==> src/rtl/vga_scan_out_pkg.sv <==
// ---------------------------------------------------------------------------
// vga_scan_out_pkg
//   Shared definitions for the VGA scan-out path:
//   - default 640x480@60 timing constants (pixels / lines)
//   - counter width and counter type used by the raster counters
//   - RGB332 colour byte layout, shared with the colour mapper
//   - a small window-decode helper used for the sync pulses
// ---------------------------------------------------------------------------
package vga_scan_out_pkg;

  // Raster counters are wide enough for H_TOTAL-1 (799) and V_TOTAL-1 (524).
  localparam int CNT_W = 10;

  localparam int CLK_DIV_DEF   = 2;
  localparam int H_VISIBLE_DEF = 640;
  localparam int H_FRONT_DEF   = 16;
  localparam int H_SYNC_DEF    = 96;
  localparam int H_BACK_DEF    = 48;
  localparam int V_VISIBLE_DEF = 480;
  localparam int V_FRONT_DEF   = 10;
  localparam int V_SYNC_DEF    = 2;
  localparam int V_BACK_DEF    = 33;

  // RGB332 field positions inside the colour byte {R[2:0],G[2:0],B[1:0]}.
  localparam int RED_MSB = 7;
  localparam int RED_LSB = 5;
  localparam int GRN_MSB = 4;
  localparam int GRN_LSB = 2;
  localparam int BLU_MSB = 1;
  localparam int BLU_LSB = 0;

  typedef struct packed {
    logic [RED_MSB-RED_LSB:0] red;
    logic [GRN_MSB-GRN_LSB:0] green;
    logic [BLU_MSB-BLU_LSB:0] blue;
  } rgb332_t;

  typedef logic [CNT_W-1:0] cnt_t;

  // True when lo <= cnt < hi.
  function automatic logic in_window(input cnt_t cnt, input cnt_t lo, input cnt_t hi);
    return (cnt >= lo) && (cnt < hi);
  endfunction

endpackage

==> src/rtl/vga_pixel_div.sv <==
// ---------------------------------------------------------------------------
// vga_pixel_div
//   Divides the system clock down to the pixel rate. A free-running counter
//   runs 0..CLK_DIV-1 and pix_tick_o is high in its last state, giving one
//   single-clock strobe per pixel period. With CLK_DIV=1 the strobe is held
//   high. The strobe is forced low while reset is asserted.
// Ports
//   clk         in  system clock
//   rst_n       in  asynchronous reset, active-low
//   pix_tick_o  out one-clock pixel strobe
// ---------------------------------------------------------------------------
module vga_pixel_div #(
  parameter int CLK_DIV = 2
) (
  input  logic clk,
  input  logic rst_n,
  output logic pix_tick_o
);

  localparam int DIV_W = (CLK_DIV > 1) ? $clog2(CLK_DIV) : 1;
  localparam logic [DIV_W-1:0] DIV_LAST = DIV_W'(CLK_DIV - 1);

  logic [DIV_W-1:0] div_q;
  logic [DIV_W-1:0] div_d;

  always_comb begin
    div_d = (div_q == DIV_LAST) ? '0 : div_q + 1'b1;
  end

  always_ff @(posedge clk or negedge rst_n) begin
    if (!rst_n) begin
      div_q <= '0;
    end else begin
      div_q <= div_d;
    end
  end

  // Gated with rst_n so CLK_DIV=1 still shows no strobe during reset.
  assign pix_tick_o = rst_n & (div_q == DIV_LAST);

endmodule

==> src/rtl/vga_scan_out.sv <==
// ---------------------------------------------------------------------------
// vga_scan_out
//   Raster timing generator and output register for a VGA connector.
//   Publishes the current raster coordinate so upstream logic can return a
//   colour byte combinationally, then registers that byte (blanked outside
//   the visible area) together with the active-low syncs on each pixel
//   strobe, so colour and syncs are mutually aligned one pixel after the
//   coordinate. Also emits a one-clock pulse when the raster wraps to (0,0).
// Ports
//   clk          in  system clock
//   rst_n        in  asynchronous reset, active-low
//   rgb_in       in  RGB332 colour for (pix_x,pix_y)
//   pix_x/pix_y  out current horizontal / vertical count
//   pix_valid    out coordinate lies in the visible area
//   pix_tick     out pixel strobe; counters and outputs update on it
//   frame_start  out one-clock pulse after the wrap to (0,0)
//   hsync/vsync  out active-low syncs
//   vga_red/green/blue out registered colour
// ---------------------------------------------------------------------------
module vga_scan_out
  import vga_scan_out_pkg::*;
#(
  parameter int CLK_DIV   = CLK_DIV_DEF,
  parameter int H_VISIBLE = H_VISIBLE_DEF,
  parameter int H_FRONT   = H_FRONT_DEF,
  parameter int H_SYNC    = H_SYNC_DEF,
  parameter int H_BACK    = H_BACK_DEF,
  parameter int V_VISIBLE = V_VISIBLE_DEF,
  parameter int V_FRONT   = V_FRONT_DEF,
  parameter int V_SYNC    = V_SYNC_DEF,
  parameter int V_BACK    = V_BACK_DEF
) (
  input  logic             clk,
  input  logic             rst_n,
  input  logic [7:0]       rgb_in,
  output logic [CNT_W-1:0] pix_x,
  output logic [CNT_W-1:0] pix_y,
  output logic             pix_valid,
  output logic             pix_tick,
  output logic             frame_start,
  output logic             hsync,
  output logic             vsync,
  output logic [2:0]       vga_red,
  output logic [2:0]       vga_green,
  output logic [1:0]       vga_blue
);

  localparam int H_TOTAL = H_VISIBLE + H_FRONT + H_SYNC + H_BACK;
  localparam int V_TOTAL = V_VISIBLE + V_FRONT + V_SYNC + V_BACK;

  localparam cnt_t H_LAST   = CNT_W'(H_TOTAL - 1);
  localparam cnt_t V_LAST   = CNT_W'(V_TOTAL - 1);
  localparam cnt_t H_VIS    = CNT_W'(H_VISIBLE);
  localparam cnt_t V_VIS    = CNT_W'(V_VISIBLE);
  localparam cnt_t HS_START = CNT_W'(H_VISIBLE + H_FRONT);
  localparam cnt_t HS_END   = CNT_W'(H_VISIBLE + H_FRONT + H_SYNC);
  localparam cnt_t VS_START = CNT_W'(V_VISIBLE + V_FRONT);
  localparam cnt_t VS_END   = CNT_W'(V_VISIBLE + V_FRONT + V_SYNC);

  logic    tick;
  cnt_t    h_cnt_q, h_cnt_d;
  cnt_t    v_cnt_q, v_cnt_d;
  logic    visible;
  logic    frame_wrap;
  rgb332_t rgb_q, rgb_d;
  logic    hsync_q, vsync_q, frame_start_q;

  vga_pixel_div #(
    .CLK_DIV (CLK_DIV)
  ) u_div (
    .clk        (clk),
    .rst_n      (rst_n),
    .pix_tick_o (tick)
  );

  always_comb begin
    h_cnt_d = h_cnt_q;
    v_cnt_d = v_cnt_q;
    if (tick) begin
      if (h_cnt_q == H_LAST) begin
        h_cnt_d = '0;
        v_cnt_d = (v_cnt_q == V_LAST) ? '0 : v_cnt_q + 1'b1;
      end else begin
        h_cnt_d = h_cnt_q + 1'b1;
      end
    end
  end

  assign visible    = (h_cnt_q < H_VIS) && (v_cnt_q < V_VIS);
  assign frame_wrap = tick && (h_cnt_q == H_LAST) && (v_cnt_q == V_LAST);
  assign rgb_d      = visible ? rgb332_t'(rgb_in) : '0;

  // Output stage samples the pre-increment coordinate, so colour and syncs
  // trail the published coordinate by exactly one pixel period.
  always_ff @(posedge clk or negedge rst_n) begin
    if (!rst_n) begin
      h_cnt_q       <= '0;
      v_cnt_q       <= '0;
      rgb_q         <= '0;
      hsync_q       <= 1'b1;
      vsync_q       <= 1'b1;
      frame_start_q <= 1'b0;
    end else begin
      h_cnt_q       <= h_cnt_d;
      v_cnt_q       <= v_cnt_d;
      frame_start_q <= frame_wrap;
      if (tick) begin
        rgb_q   <= rgb_d;
        hsync_q <= ~in_window(h_cnt_q, HS_START, HS_END);
        vsync_q <= ~in_window(v_cnt_q, VS_START, VS_END);
      end
    end
  end

  assign pix_x       = h_cnt_q;
  assign pix_y       = v_cnt_q;
  assign pix_valid   = visible;
  assign pix_tick    = tick;
  assign frame_start = frame_start_q;
  assign hsync       = hsync_q;
  assign vsync       = vsync_q;
  assign vga_red     = rgb_q.red;
  assign vga_green   = rgb_q.green;
  assign vga_blue    = rgb_q.blue;

endmodule

==> config.mk <==
export PLATFORM = sky130hd
export DESIGN_NAME = vga_scan_out
export DESIGN_NICKNAME = d
export VERILOG_FILES = /design/src/rtl/vga_scan_out_pkg.sv /design/src/rtl/vga_pixel_div.sv /design/src/rtl/vga_scan_out.sv
export SDC_FILE = /design/constraint.sdc
export NUM_CORES = 1
export LEC_CHECK = 0
export ABC_AREA = 1
export CAP_MARGIN = 15
export CELL_PAD_IN_SITES_DETAIL_PLACEMENT = 0
export CELL_PAD_IN_SITES_GLOBAL_PLACEMENT = 1
export CORE_UTILIZATION = 25
export CTS_CLUSTER_SIZE = 28
export DETAILED_ROUTE_END_ITERATION = 10
export PLACE_DENSITY_LB_ADDON = 0.1
export SLEW_MARGIN = 20
export SYNTH_ARGS = -nofsm -noshare
export SYNTH_HDL_FRONTEND = slang
export SYNTH_SLANG_ARGS = --single-unit
export TNS_END_PERCENT = 30
==> constraint.sdc <==
create_clock -name clk -period 1.5 [get_ports clk]
set_input_delay 0.3 -clock clk [delete_from_list [all_inputs] [get_ports clk]]
set_output_delay 0.3 -clock clk [all_outputs]
set_load 0.02 [all_outputs]
==> run metrics <==
status complete, but fails checks; failing checks setup timing; share of layout cells above drive strength 1 21.8%; Die Ht 85.0 um; clk root buf clkbuf_8; register area share after synthesis 46.6%; Placed Cells 359; DP Worst Slack -0.341 ns; reg-to-reg setup timing slack 0.12 ns; IO Count 43; max-slew violations 0; Filler cells 696; FMAX 652 MHz; WS Path Type reg -> out; ant diodes 0; # rows 29; total CTS buffers 5; Final HPWL DP 3380 um; worst-case clock skew 0.00634 ns; Yosys reg bits 32; initial antenna violation count 0; Clock transition at path regs 0.07 ns; Critical Path RT 1.20 ns; Crit Reg-Reg Endpoint pix_y[1]; WL/cell 12.5 um; R2R Path Start pix_x[1]; Worst setup EP type primary output; Arrival @ worst endpoint 1.23 ns; Hold Crit Start u_div.div_q; Yosys warning total 0; RSZ-0062 raised after global routing true; leak pwr 1.26 nW; fin nets 307; largest net degree at the start of global routing 33; crit share post-route 102%; IO Port Bufs 42; area delta synth->final 49.3%; Setup Viol. Count Final 1; worst vdd ir 0.297 mV; drt pass-1 iters 4; Congestion Overflow GR 0; vias in the first global route 1588; Synth Instances 219; DIE AREA 7230 sq um; Slew HR 72.2%; fin crit period 1.53 ns; H-tree depth 2; final hold vios 0; Initial Utilization 26.5%; total track usage 14.3%; DRT iter0 DRCs 79; Chip Width 85.0 um; Final WS setup -0.0341 ns; final non-filler cell total 371; Clock Sinks 32; TritonCTS clock tree done; synthesized cell area 1720 sq um; Pwr Total 0.00287 W; Longest Clk Path Bufs 2; Worst Max-Slew Pin Slew 0.418 ns; CORE AREA 6490 sq um; first-pass GRT wire length 8060 um; total number of vias 1671; Max Fanout on Critical Path 2; hold path depth 1; Routed Antenna Nets 0; syn_nets 233; Max-cap violations 0; Startpoint Class flip-flop; DR vias/cell 4.50; Netlist cell types 27; power per cell area 1110 nW/um^2; Hold Crit Class reg -> reg; gpl congestion 0.776; Final TNS setup -0.0341 ns; worst skew pair latency 0.29 ns; sink of the worst hold path u_div.div_q; Hold-fix buffers, CTS 0; hold_ws 0.423 ns; WL final 4630 um; Worst R2R Path Depth 8; drt drc 0; synthesized area per cell 7.87 sq um
[Yosys cell counts]
cell,count,area share [%]
nand2_1,55,12
dfrtp_1,30,44
inv_1,26,5.7
nor2_1,22,4.8
nand3_1,17,4.9
o21ai_0,16,4.6
nand4_1,10,3.6
nor3_1,7,2.0
xor2_1,5,2.5
ha_1,4,2.9
o21ai_1,4,1.2
a21oi_1,3,0.87
buf_2,3,0.87
dfstp_2,2,3.0
nor2_4,2,1.3
xnor2_1,2,1.0
a31oi_1,1,0.36
buf_4,1,0.44
buf_6,1,0.65
clkbuf_1,1,0.22
inv_2,1,0.22
nand2_2,1,0.36
nand3b_1,1,0.44
nand4_4,1,1.2
nor2b_1,1,0.36
nor4_1,1,0.36
o21bai_1,1,0.44
[cells in the final DEF (no fill, tap or decap), types with 4 or more instances in the layout]
cell / count
ha_1: 4
nor3_1: 5
nand2_1: 53
dfrtp_1: 28
nand3_1: 16
nor2_2: 4
nor2_1: 17
o21ai_1: 5
clkbuf_8: 5
dlygate4sd2_1: 28
xor2_1: 5
inv_1: 23
nand4_1: 10
clkdlybuf4s50_1: 9
o21ai_0: 15
buf_4: 30
[power breakdown]
group | leakage [nW] | switching (W) | total [W] | internal, W
clock network | 0.0541 | 0.000348 | 0.000839 | 0.000492
logic | 0.828 | 0.000558 | 0.000925 | 0.000368
registers | 0.378 | 0.000122 | 0.00110 | 0.000979
total | 1.26 | 0.00103 | 0.00287 | 0.00184
[cells by family after synthesis]
logic type      after synthesis  synth area share (%)
compound gates               25                  7.47
xor+xnor                      7                  3.56
fa+ha+maj                     4                  2.90
buf+inv                      33                  8.05
flops                        32                  46.6
simple gates                118                  31.4
[critical path, stage by stage (launching register included)]
cell     delay, ns
dfrtp_1       0.36
nand2_2       0.08
nor2_4        0.14
nand2_2       0.06
nand4_1       0.12
inv_2         0.05
buf_6         0.12
[how the worst max path moves through the flow]
stage              from         to  slack [ns]  cells after the start
2_1_floorplan  pix_y[6]  pix_valid      0.0006                      6
3_3_place_gp      rst_n   pix_tick       -0.35                      4
3_5_place_dp      rst_n   pix_tick       -0.34                      4
4_1_cts        pix_y[5]  pix_valid       -0.12                      6
5_1_grt        pix_y[7]  pix_valid       -0.11                      6
6_report       pix_y[7]  pix_valid       -0.03                      6
[through the flow]
stage | util [%] | instance area, sq um
after floorplan | - | 1730
after global placement | 37.2 | 2420
after detailed placement | 37.2 | 2420
after CTS | 38.2 | 2480
after global routing | 39.6 | 2570
final | 39.6 | 2570
[routing by layer]
layer,GRT usage [%],up-vias,wire (um)
met4,4.16,0,53
met2,22.2,29,2060
met1,19.6,780,2320
li1,-,856,-
met3,3.70,6,196
met5,0,-,0
[cell type report]
| type | instances | area, sq um | area share, % |
|---|---|---|---|
| clock buffers | 5 | 68.8 | 2.67 |
| well taps | 77 | 96.3 | 3.74 |
| inverters | 27 | 104 | 4.04 |
| multi-input cells | 154 | 820 | 31.8 |
| flip-flops and latches | 32 | 806 | 31.3 |
| clock inverters | 3 | 42.5 | 1.65 |
| repair buffers | 73 | 637 | 24.7 |
[timing repair]
item,CTS,global route
pin swaps,1,3
setup endpoints to repair,34,17
buffers inserted,0,4
gates resized for setup,40,26
[flip-flops by register name (all words and copies together), names as in the netlist]
name / count
hsync: 1
vga_red: 3
vga_blue: 2
frame_start: 1
vga_green: 3
pix_y: 10
u_div.div_q: 1
vsync: 1
pix_x: 10
Power figures use the tool's default switching activity.
